File: src/rtl/wptr_full_ctrl.sv
// Write-side pointer and flag controller for an asynchronous FIFO.
// This block runs entirely in the write clock domain. It advances the binary write pointer on each
// accepted write. It publishes a registered Gray copy of that pointer for the read-domain
// synchroniser. It also derives the registered write-side status from the synchronised Gray read
// pointer: full, almost-full, fill level and a sticky overflow flag.
//
// Ports:
//   w_clk       write-domain clock
//   w_rst       synchronous active-high reset
//   w_en        write request
//   ovf_clr     clears the sticky overflow flag (a simultaneous set wins)
//   g_rptr      Gray read pointer, already synchronised into w_clk
//   w_push      write accepted this cycle (RAM write enable), combinational
//   w_addr      RAM write address
//   b_wptr      binary write pointer (MSB is the wrap bit)
//   g_wptr      registered Gray write pointer
//   full        FIFO full, registered
//   almost_full fill level >= AFULL_THRESH, registered
//   w_level     fill level 0..2^ADDR_W, registered
//   overflow    sticky: a write was attempted while full
module wptr_full_ctrl #(
  parameter int unsigned ADDR_W       = 4,
  parameter int unsigned AFULL_THRESH = 12
) (
  input  logic              w_clk,
  input  logic              w_rst,
  input  logic              w_en,
  input  logic              ovf_clr,
  input  logic [ADDR_W:0]   g_rptr,
  output logic              w_push,
  output logic [ADDR_W-1:0] w_addr,
  output logic [ADDR_W:0]   b_wptr,
  output logic [ADDR_W:0]   g_wptr,
  output logic              full,
  output logic              almost_full,
  output logic [ADDR_W:0]   w_level,
  output logic              overflow
);

  localparam int unsigned PtrW = ADDR_W + 1;

  // Full when the next write pointer equals the read pointer with its top two Gray bits inverted.
  // An XOR mask avoids a zero-width slice when ADDR_W == 1.
  localparam logic [ADDR_W:0] FullMask = PtrW'(3) << (ADDR_W - 1);
  localparam logic [ADDR_W:0] AfThresh = PtrW'(AFULL_THRESH);

  logic [ADDR_W:0] bnext;
  logic [ADDR_W:0] gnext;
  logic [ADDR_W:0] rbin;
  logic [ADDR_W:0] level_next;
  logic            ovf_set;

  assign w_push = w_en & ~full & ~w_rst;
  assign w_addr = b_wptr[ADDR_W-1:0];

  assign bnext = b_wptr + {{ADDR_W{1'b0}}, w_push};
  assign gnext = (bnext >> 1) ^ bnext;

  // Gray-to-binary: each binary bit is the XOR of all Gray bits at and above it.
  always_comb begin
    rbin = '0;
    for (int i = 0; i <= int'(ADDR_W); i++) begin
      rbin[i] = ^(g_rptr >> i);
    end
  end

  // Modulo subtraction gives the fill level across pointer wrap.
  assign level_next = bnext - rbin;
  assign ovf_set    = w_en & full;

  always_ff @(posedge w_clk) begin
    if (w_rst) begin
      b_wptr      <= '0;
      g_wptr      <= '0;
      full        <= 1'b0;
      almost_full <= 1'b0;
      w_level     <= '0;
      overflow    <= 1'b0;
    end else begin
      b_wptr      <= bnext;
      g_wptr      <= gnext;
      full        <= (gnext == (g_rptr ^ FullMask));
      almost_full <= (level_next >= AfThresh);
      w_level     <= level_next;
      if (ovf_set) begin
        overflow <= 1'b1;
      end else if (ovf_clr) begin
        overflow <= 1'b0;
      end
    end
  end

endmodule

File: config.mk
export PLATFORM = sky130hd
export DESIGN_NAME = wptr_full_ctrl
export DESIGN_NICKNAME = d
export VERILOG_FILES = /design/src/rtl/wptr_full_ctrl.sv
export SDC_FILE = /design/constraint.sdc
export NUM_CORES = 1
export LEC_CHECK = 0
export CORE_MARGIN = 2
export CORE_UTILIZATION = 34
export CTS_CLUSTER_SIZE = 28
export DETAILED_ROUTE_END_ITERATION = 10
export GPL_TIMING_DRIVEN = 0
export PLACE_DENSITY_LB_ADDON = 0.08
export SYNTH_ARGS = -nofsm -noshare
export SYNTH_HDL_FRONTEND = slang
export SYNTH_SLANG_ARGS = --single-unit
File: constraint.sdc
create_clock -name w_clk -period 3.09 [get_ports w_clk]
set_input_delay 0.4635 -clock w_clk [delete_from_list [all_inputs] [get_ports w_clk]]
set_output_delay 0.4635 -clock w_clk [all_outputs]
set_load 0.02 [all_outputs]
==> summary.txt <==
Hold Slack: 0.4025 ns
Layout cell share with drive strength beyond 1: 22.30%
Row count: 19
Sequential Area: 340.3 µm²
Register area share after synthesis: 34.34%
R2R Path Start: full
Worst-Skew Late Latency: 0.29 ns
Vias in the first global route: 756
Startpoint Class: input port
Post-route cell area: 1430 µm²
Psw: 0.1823 mW
GRT Resource Usage Total: 12.68%
PD cells: 408.2 nW/µm²
CP startpoint: w_en
Cts hold-fix bufs: 0
Clock power frac: 20.3%
Worst-path clk slew: 0.10 ns
H-tree levels: 1
Flop2flop setup slack: 0.47 ns
Max Freq: 341.6 MHz
TritonCTS clock tree: done
Clk_skew: 0.006475 ns
Synthesized area: 991.0 µm²
CP Max Fanout: 5
Pins Over Slew Limit: 0
Port Buffer Count: 30
Drt drc: 0
Crit end category: flop
LEAKAGE: 0.5952 nW
Router iterations before antenna repair: 4
Max Cap Viol: 0
Status: finished, final reports clean
Routed WL: 1.922 mm
Minimum clock period: 2.927 ns
Clk sink count: 17
TritonCTS Buffers: 3
Worst Path Arrival: 3.10 ns
Overall power: 0.5837 mW
Relative slew margins: 71.15%
Multi-input logic area: 604.3 µm²
Post-synth net total: 115
Length in cells of the worst reg-to-reg path: 10
Combinational share of power: 37.4%
Critical path data required time: 3.26 ns
Drt first-iter violations: 12
Internal power: 0.4014 mW
Post-Layout Cell Count: 170
Worst slew pin tran: 0.4328 ns
Die Ht: 57.99 µm
Filler cells: 266
Root buf cell: clkbuf_4
Post-DP HPWL: 1.446 mm
Ant diodes: 0
Mapped Cells: 100
Fin nets: 155
Core area: 2758 µm²
RR Endpoint: almost_full
Final setup viols: 0
#FFs+latches synth: 17
Worst VDD drop: 0.2894 mV
Number of synthesis warnings: 0
Switching Share: 31.23%
Critical path class: input port to flop
Initial antenna violation count: 0
Syn Area/Cell: 9.910 µm²
Fin. Hold Viols: 0
Gpl congestion: 0.7576
DIE AREA: 3362 µm²
I/O pin count: 32
First-pass GRT wire length: 3.243 mm
Dpl cells: 161
Vias per Instance: 4.624
Total number of vias: 786
Worst hold path type: input port to flop
Setup WS pre-CTS: -0.3185 ns
Setup ws final: 0.1629 ns
Placed Area: 1335 µm²
Largest buffer count on any clock path: 2
Grt ovf: 0
DIE WIDTH: 57.99 µm
Setup crit end: almost_full
Fin util: 51.86%
Largest net degree at the start of global routing: 11
Antenna Nets Post-Route: 0
Initial Utilization: 35.93%
Synth cell types: 34
Area grow syn2layout: 44.32%
Ratio of final minimum period to clock period: 94.73%
Drt wl/cell: 11.31 µm
Seq pwr share: 42.3%
Setup TNS: 0 ns
## worst max-delay path: stages
cell,delay [ns]
clkdlybuf4s50_1,0.46
nor3b_2,0.19
ha_1,0.21
ha_2,0.24
xor2_4,0.21
ha_1,0.32
and2b_2,0.23
a211oi_1,0.25
o21ai_0,0.15
a311oi_2,0.26
o31ai_1,0.12
## cells by family after synthesis
kind of cell | Yosys count | share of synthesized area [%]
and+or+nand+nor | 33 | 19.44
muxes | 2 | 2.020
DFF | 17 | 34.34
buffers and inverters | 14 | 8.207
adders and majority gates | 6 | 7.576
AOI/OAI and AO/OA | 10 | 7.576
xor gates and xnor gates | 18 | 20.83
## registers in the layout (all words and copies together) (netlist names)
| name | count |
|---|---|
| almost_full | 1 |
| b_wptr | 5 |
| full | 1 |
| g_wptr | 4 |
| overflow | 1 |
| w_level | 5 |
## final cells by class
cell class,instances,share of cell area (%)
plain buffers,8,4.199
clock buffers,4,1.837
inverters,6,1.575
multi-input cells,69,42.26
flip-flops and latches,17,23.80
well taps,31,2.712
repair buffers,35,23.62
## worst min-delay path by stage
stage	to	cells after the start	start
finish	b_wptr[2]	2	w_rst
CTS	b_wptr[1]	2	w_rst
detailed placement	overflow	2	overflow
global placement	overflow	2	overflow
floorplan	overflow	2	overflow
global route	b_wptr[1]	2	w_rst
## power by group through the flow
stage	Combinational (mW)	Sequential (mW)	Clock [mW]
after global routing	0.244	0.249	0.134
after floorplan	0.108	0.280	0
final	0.219	0.247	0.118
after detailed placement	0.210	0.252	0
after global placement	0.210	0.251	0
after CTS	0.212	0.247	0.127
## timing repair
action	4_1_cts	5_1_grt
endpoints found under the hold margin	0	0
setup endpoints to repair	1	3
setup buffers	1	4
resized for setup	1	6
pin swaps	2	2
cloned	0	0
## synthesized netlist by cell type
master,number,share of area (%)
clkbuf_8,1,1.4
or2b_2,1,0.88
nand2_1,1,0.38
nand2b_1,1,0.63
o31ai_1,1,0.76
xor3_4,1,2.8
a21oi_1,3,1.5
ha_1,6,7.6
nor4_1,1,0.63
a211oi_1,1,0.76
and2_2,1,0.76
inv_1,6,2.3
and2b_2,2,1.8
nor4bb_1,1,1.0
mux2i_1,2,2.0
or3_1,1,0.63
xnor2_2,2,3.3
clkbuf_1,2,0.76
xor2_1,8,7.1
nor3b_1,2,1.5
buf_4,5,3.8
nor4b_2,1,1.5
nand3_1,3,1.5
xnor2_1,5,4.4
and2_1,1,0.63
a311oi_1,1,0.88
o21ai_0,2,1.0
nor2b_1,4,2.5
o41a_1,1,1.1
dfxtp_1,17,34
nor2_1,12,4.5
a2111oi_2,1,1.5
nor3_1,1,0.50
xor2_2,2,3.3
## per-layer routing
metal	vias up	track usage [%]	wire length (µm)
li1	406	-	-
met1	363	16.14	863
met2	15	20.45	953
met3	2	2.679	88
met4	0	5.980	17
met5	-	0	0
## placed cells by master, fill, tap and decap left out, drive strengths merged
cell type      instances
nand2b                 1
nand3                  3
a311oi                 1
o41a                   1
o21ai                  2
ha                     6
a2111oi                1
buf                   10
clkdlybuf4s50         30
or3                    1
nor3                   1
o31ai                  1
dfxtp                 17
xor2                  10
xnor2                  7
nand2                  1
and2                   2
and2b                  2
xor3                   1
nor4b                  1
nor4                   1
nor2b                  4
nor4bb                 1
clkbuf                 7
mux2i                  2
nor3b                  2
a211oi                 1
a21oi                  3
nor2                  12
inv                    6
or2b                   1
Power figures use the tool's default switching activity.
